--- config.mk ---
export PLATFORM = sky130hd
export DESIGN_NAME = fetch_ctrl
export DESIGN_NICKNAME = d
export VERILOG_FILES = /design/src/rtl/fetch_ctrl.sv
export SDC_FILE = /design/constraint.sdc
export NUM_CORES = 1
export LEC_CHECK = 0
export BUFFER_PORTS_ARGS = -buffer_cell sky130_fd_sc_hd__buf_2
export CAP_MARGIN = 20
export CORE_MARGIN = 2
export CORE_UTILIZATION = 53
export DETAILED_ROUTE_END_ITERATION = 8
export GPL_TIMING_DRIVEN = 0
export MAX_ROUTING_LAYER = met4
export PLACE_DENSITY = 0.8
export REMOVE_ABC_BUFFERS = 1
export SKIP_CTS_REPAIR_TIMING = 1
export SLEW_MARGIN = 20
export SYNTH_ARGS = -nofsm -noshare
export SYNTH_HDL_FRONTEND = slang
export SYNTH_SLANG_ARGS = --single-unit
--- constraint.sdc ---
create_clock -name clk_i -period 5.88 [get_ports clk_i]
set_clock_uncertainty 0.15 [all_clocks]
set_input_delay 0.882 -clock clk_i [delete_from_list [all_inputs] [get_ports clk_i]]
set_output_delay 0.882 -clock clk_i [all_outputs]
set_load 0.05 [all_outputs]
--- src/rtl/fetch_ctrl.sv ---
// ---------------------------------------------------------------------------
// fetch_ctrl -- instruction fetch controller
//
// Issues sequential instruction-memory reads from a fetch PC and buffers the
// returned words, each paired with the PC of its request, in a 2-entry FIFO
// that feeds decode. No more than one memory request is outstanding at a
// time. A redirect flushes the FIFO and reloads the fetch PC. If a request is
// still in flight when the redirect arrives, its response is discarded later
// in the DRAIN state.
//
// Configuration macro:
//   FETCH_CTRL_BYPASS_EN : when defined, a response that arrives while the
//                          FIFO is empty is shown on inst_o/inst_pc_o in the
//                          same cycle. When undefined, every response goes
//                          through the FIFO and the decode-side outputs come
//                          straight from registers.
//
// Ports:
//   clk_i          rising-edge clock
//   rst_i          synchronous active-high reset
//   redirect_i     redirect strobe (branch/jump/trap)
//   redirect_pc_i  redirect target; bits [1:0] are ignored
//   im_req_o       instruction-memory read request
//   im_addr_o      request address
//   im_gnt_i       request accepted when im_req_o && im_gnt_i
//   im_rvalid_i    read data valid, in order
//   im_dout_i      read data
//   inst_valid_o   instruction available to decode
//   inst_o         instruction word
//   inst_pc_o      address of inst_o
//   inst_ready_i   decode accepts when inst_valid_o && inst_ready_i
// ---------------------------------------------------------------------------
module fetch_ctrl #(
  parameter logic [31:0] RESET_PC = 32'h0000_0000
) (
  input  logic        clk_i,
  input  logic        rst_i,
  input  logic        redirect_i,
  input  logic [31:0] redirect_pc_i,
  output logic        im_req_o,
  output logic [31:0] im_addr_o,
  input  logic        im_gnt_i,
  input  logic        im_rvalid_i,
  input  logic [31:0] im_dout_i,
  output logic        inst_valid_o,
  output logic [31:0] inst_o,
  output logic [31:0] inst_pc_o,
  input  logic        inst_ready_i
);

  typedef enum logic [1:0] {
    ST_BOOT  = 2'd0,
    ST_RUN   = 2'd1,
    ST_DRAIN = 2'd2
  } state_e;

  state_e      state_r;
  state_e      state_s;

  logic [31:0] pc_r;          // next address to request
  logic [31:0] req_pc_r;      // address of the request in flight
  logic        out_r;         // one request granted, response pending

  // FIFO held as a 2-deep shift register: entry 0 is always the head
  logic [1:0]  count_r;
  logic [1:0]  count_s;
  logic [1:0]  count_pop_s;
  logic        valid_r;
  logic [31:0] e0_inst_r;
  logic [31:0] e0_pc_r;
  logic [31:0] e1_inst_r;
  logic [31:0] e1_pc_r;
  logic [31:0] e0_inst_s;
  logic [31:0] e0_pc_s;
  logic [31:0] e1_inst_s;
  logic [31:0] e1_pc_s;

  logic        pop_s;
  logic        fifo_pop_s;
  logic        push_s;
  logic        rsp_s;
  logic        rsp_live_s;
  logic        byp_s;
  logic        grant_s;
  logic        req_s;
  logic [2:0]  free_s;

  // A response only counts when a request is actually in flight, so stray
  // rvalid pulses left over from before a reset are ignored.
  assign rsp_s      = im_rvalid_i & out_r;
  // Responses are kept only in RUN and only if no redirect happens this cycle.
  assign rsp_live_s = rsp_s & (state_r == ST_RUN) & ~redirect_i;

`ifdef FETCH_CTRL_BYPASS_EN
  // Empty FIFO: forward the live response directly to decode
  assign byp_s        = rsp_live_s & (count_r == 2'd0);
  assign inst_valid_o = valid_r | byp_s;
  assign inst_o       = byp_s ? im_dout_i : e0_inst_r;
  assign inst_pc_o    = byp_s ? req_pc_r  : e0_pc_r;
`else
  assign byp_s        = 1'b0;
  assign inst_valid_o = valid_r;
  assign inst_o       = e0_inst_r;
  assign inst_pc_o    = e0_pc_r;
`endif

  assign pop_s      = inst_valid_o & inst_ready_i;
  // Only pop the FIFO if it actually held the head. A bypassed word is
  // consumed without ever being stored.
  assign fifo_pop_s = pop_s & valid_r;
  assign push_s     = rsp_live_s & ~(byp_s & pop_s);

  // Slots left after counting stored words and the response still in flight.
  // count + outstanding never exceeds 2, so the value cannot go below zero.
  assign free_s  = 3'd2 + {2'd0, pop_s} - {1'b0, count_r} - {2'd0, out_r};
  assign grant_s = req_s & im_gnt_i;

  assign im_req_o  = req_s;
  assign im_addr_o = pc_r;

  // State register
  always_ff @(posedge clk_i) begin
    if (rst_i) begin
      state_r <= ST_BOOT;
    end else begin
      state_r <= state_s;
    end
  end

  // Next-state logic
  always_comb begin
    state_s = state_r;
    case (state_r)
      ST_BOOT: begin
        state_s = ST_RUN;
      end
      ST_RUN: begin
        // The in-flight response would carry a stale PC, so wait for it
        if (redirect_i && out_r && !im_rvalid_i) begin
          state_s = ST_DRAIN;
        end else begin
          state_s = ST_RUN;
        end
      end
      ST_DRAIN: begin
        // A redirect here only retargets the PC; leave once the response lands
        if (rsp_s) begin
          state_s = ST_RUN;
        end else begin
          state_s = ST_DRAIN;
        end
      end
      default: begin
        state_s = ST_BOOT;
      end
    endcase
  end

  // Output logic: memory request qualification
  always_comb begin
    req_s = 1'b0;
    if ((state_r == ST_RUN) && !redirect_i && (free_s != 3'd0) &&
        (!out_r || im_rvalid_i)) begin
      req_s = 1'b1;
    end else begin
      req_s = 1'b0;
    end
  end

  // Fetch PC, request-in-flight tracking and PC of the request in flight
  always_ff @(posedge clk_i) begin
    if (rst_i) begin
      pc_r     <= RESET_PC;
      req_pc_r <= 32'h0000_0000;
      out_r    <= 1'b0;
    end else begin
      if (redirect_i) begin
        pc_r <= {redirect_pc_i[31:2], 2'b00};
      end else if (grant_s) begin
        pc_r <= pc_r + 32'd4;
      end else begin
        pc_r <= pc_r;
      end

      if (grant_s) begin
        req_pc_r <= pc_r;
        out_r    <= 1'b1;
      end else if (rsp_s) begin
        req_pc_r <= req_pc_r;
        out_r    <= 1'b0;
      end else begin
        req_pc_r <= req_pc_r;
        out_r    <= out_r;
      end
    end
  end

  // FIFO next-state: apply the pop first, then the push, and let a redirect
  // flush everything
  always_comb begin
    count_pop_s = count_r - {1'b0, fifo_pop_s};
    count_s     = count_r;
    e0_inst_s   = e0_inst_r;
    e0_pc_s     = e0_pc_r;
    e1_inst_s   = e1_inst_r;
    e1_pc_s     = e1_pc_r;
    if (redirect_i) begin
      count_s = 2'd0;
    end else begin
      if (fifo_pop_s) begin
        e0_inst_s = e1_inst_r;
        e0_pc_s   = e1_pc_r;
      end else begin
        e0_inst_s = e0_inst_r;
        e0_pc_s   = e0_pc_r;
      end
      if (push_s) begin
        if (count_pop_s == 2'd0) begin
          e0_inst_s = im_dout_i;
          e0_pc_s   = req_pc_r;
        end else begin
          e1_inst_s = im_dout_i;
          e1_pc_s   = req_pc_r;
        end
        count_s = count_pop_s + 2'd1;
      end else begin
        count_s = count_pop_s;
      end
    end
  end

  // FIFO storage and registered valid flag
  always_ff @(posedge clk_i) begin
    if (rst_i) begin
      count_r   <= 2'd0;
      valid_r   <= 1'b0;
      e0_inst_r <= 32'h0000_0000;
      e0_pc_r   <= 32'h0000_0000;
      e1_inst_r <= 32'h0000_0000;
      e1_pc_r   <= 32'h0000_0000;
    end else begin
      count_r   <= count_s;
      valid_r   <= (count_s != 2'd0);
      e0_inst_r <= e0_inst_s;
      e0_pc_r   <= e0_pc_s;
      e1_inst_r <= e1_inst_s;
      e1_pc_r   <= e1_pc_s;
    end
  end

endmodule

==> flow_summary.toml <==
[timing]
rsz0062_at_grt = "no"
setup_ws_ns = 1.476
hold_viol = 0
slew_violations = 0
maxSlewHeadroom = 0.3277
layout_min_cycle_time_ns = 4.404
post-route-period-util = 0.7491
tns_ns = 0
setup_viol = 0
worst_pin_slew_ns = 1.005
clock.fmax_mhz = 227.0

[worst_setup_path]
cp-end-kind = "flop"
required_ns = 6.06
r2r_slack_ns = 1.71
crit_chain = "buf_2, nand2_1, inv_1, ha_1, xnor2_1, ha_1, nand3_4, buf_12, a21oi_4, buf_8, buf_16, buf_16, nor2_1, a311oi_1"
crit_path_start_kind = "input port"
slowest_delay_ns = 0.45
path_class = "input port to flop"
cp_max_fo = 51
slowest_stage = "inv_1"
arrival_ns = 4.58

[placed_design]
gp_congestion = 0.7965
portBuffers = 163
pre_cts_ws_ns = 1.020
dp_hpwl_um = 13170
dpl_cell_area_um2 = 9037

[power_and_ir_drop]
p_per_area_nw_per_um2 = 278.9
p_leak_uw = 0.003541
peakVddDrop_mv = 0.1884
finalPower_uw = 2688

[synthesis]
synth_edf_count = 0
yosys_warnings = 0
synth.area.top_cells = "dfxtp_1 48%, nand2_1 13%, a21oi_1 7.9%, a311oi_1 3.7%, clkbuf_1 3.4%"
netlist.top_cell.by_area = "dfxtp_1"
yosysMostFrequentCell = "nand2_1"
ys.flop_type = "dfxtp_1"
ys_ff_latch = 192
synthArstFlopShare = 0
netlist-cell-type-count = 54
netlist_area_um2 = 8060
synth-xor-area-share = 0.01087
synth_top_family_by_area = "simple AND/OR/NAND/NOR gates"
yosys.area.top_type_share = 0.4769
synth_fa_ha_area_frac = 0.008693
synth_commonest_cells = "277 x nand2_1, 192 x dfxtp_1, 127 x a21oi_1, 72 x clkbuf_1, 68 x nor2_1"
ys_seq_area_frac = 0.4769
synthMuxAreaShare = 0.004036
postSynthAreaPerCell_um2 = 7.949
netlist_instances = 1014
synth_compound_area_frac = 0.1992
synth-simple-area-share = 0.2535

[layout]
diodes = 0
nNetsFinal = 1199
fill_cells = 1325
syn_to_final_growth_pct = 19.56
multi_input_area_um2 = 3887
seq_area_um2 = 3844
postLayoutCellArea_um2 = 9637
drive_gt1_frac = 0.1953
final_core_util = 0.6410

[cts]
clk_latency_ns = 0.42
cts-htree-levels = 4
clk_pin_slew_worst_paths_ns = 0.07
cts_made_buffers = 17
clock-sinks = 192
cts_root_buffer = "clkbuf_16"
cts_tree = "built"
max-clock-path-buffers = 2

[detailed_routing]
detail_route.wl_per_cell_um = 15.59
drt-total-wl_um = 20660
drcViolationCount = 0
drtIter0Drc = 654
routed_via_density = 5.659
postRouteAntennaNets = 0
drtPass1Iterations = 5
dr_total_vias = 7498

[grt]
grt_overflow = 0
antenna_found_initial = 0
grt_max_degree = 128
grt_pass1_wl_um = 33520
grt_pass1_vias = 6719
grtUsageTotal = 0.2609

[flow_run]
cap_violations = 0

[die]
start_util = 0.5362
core_um2 = 15030
die_h_um = 127.3
io_pins = 168
die_area_um2 = 16210
rows = 45
dieWidth_um = 127.3

[outcome]
status = "completed"

[min_path]
hp-class = "flop to flop"
cell usage in the layout (no fill, tap or decap), types with 3 or more instances in the layout:
cell type and instances:
a211oi_1 16, a21oi_1 126, a22oi_1 3, a311oi_1 34
a31oi_1 16, a32oi_1 3, a41oi_1 3, and2_1 6
and3_1 22, buf_12 3, buf_16 5, buf_2 162
buf_8 3, clkbuf_16 17, clkinv_4 6, clkinvlp_4 3
dfxtp_1 192, ha_1 4, inv_1 7, inv_6 3
nand2_1 277, nand2b_1 6, nand3_1 13, nand4_1 15
nor2_1 66, nor3_1 6, nor3b_1 3, nor4_1 4
o211ai_1 4, o21ai_0 23, o2bb2ai_1 20, or3_1 17
xnor2_1 7, xor2_1 3
kinds of logic after synthesis:
kind of cell / after synthesis
compound gates: 256
other cells: 1
flops: 192
buf+inv: 91
xor+xnor: 10
fa+ha+maj: 5
simple gates: 456
mux: 3
critical path, delay by kind of cell:
family | cells | cell delay (ns)
adders and majority gates | 2 | 0.67
AOI/OAI and AO/OA | 2 | 0.66
xor gates and xnor gates | 1 | 0.20
buffers and inverters | 6 | 1.37
and+or+nand+nor | 3 | 0.69
metal layers:
metal | vias up | part of all wire | global-route usage
li1 | 3739 | - | -
met5 | - | 0 | -
met3 | 25 | 0.055 | 0.04020
met4 | 0 | 0.015 | 0.08274
met1 | 3490 | 0.47 | 0.3655
met2 | 244 | 0.46 | 0.3901
flip-flops by register name (all words and copies together), names as in the netlist, 2 cells and up:
name       flops
count_r        2
e1_inst_r     32
e1_pc_r       30
im_addr_o     30
inst_o        32
inst_pc_o     32
req_pc_r      30
state_r        2
metrics by stage:
stage	hold slack, ns	instances
after CTS	0.3018	1324
after global routing	0.3196	1325
after floorplan	0.2758	931
final	0.3006	1325
after global placement	0.2867	1282
after detailed placement	0.2906	1292
worst paths after layout:
kind | from | cells after the start | to
min reg2reg | e1_inst_r[13]$_SDFFE_PP0P_ | 2 | e1_inst_r[13]$_SDFFE_PP0P_
min | e1_inst_r[13]$_SDFFE_PP0P_ | 2 | e1_inst_r[13]$_SDFFE_PP0P_
max reg2reg | inst_valid_o$_SDFF_PP0_ | 13 | inst_pc_o[8]$_SDFFE_PP0N_
max | inst_ready_i | 14 | inst_pc_o[8]$_SDFFE_PP0N_
power by group:
group / internal [uW] / switching [uW] / leakage [uW]
Clock: 598 / 531 / 0.000274
Sequential: 1320 / 29.9 / 0.00155
Combinational: 61.3 / 148 / 0.00171
Total: 1980 / 709 / 0.00354
cell type report:
type | instances | share of cell area
clock buffers | 17 | 0.04414
clock inverters | 15 | 0.01597
inverters | 7 | 0.002727
multi-input cells | 732 | 0.4034
flip-flops and latches | 192 | 0.3989
well taps | 188 | 0.02441
repair buffers | 174 | 0.1105
Power figures use the tool's default switching activity.
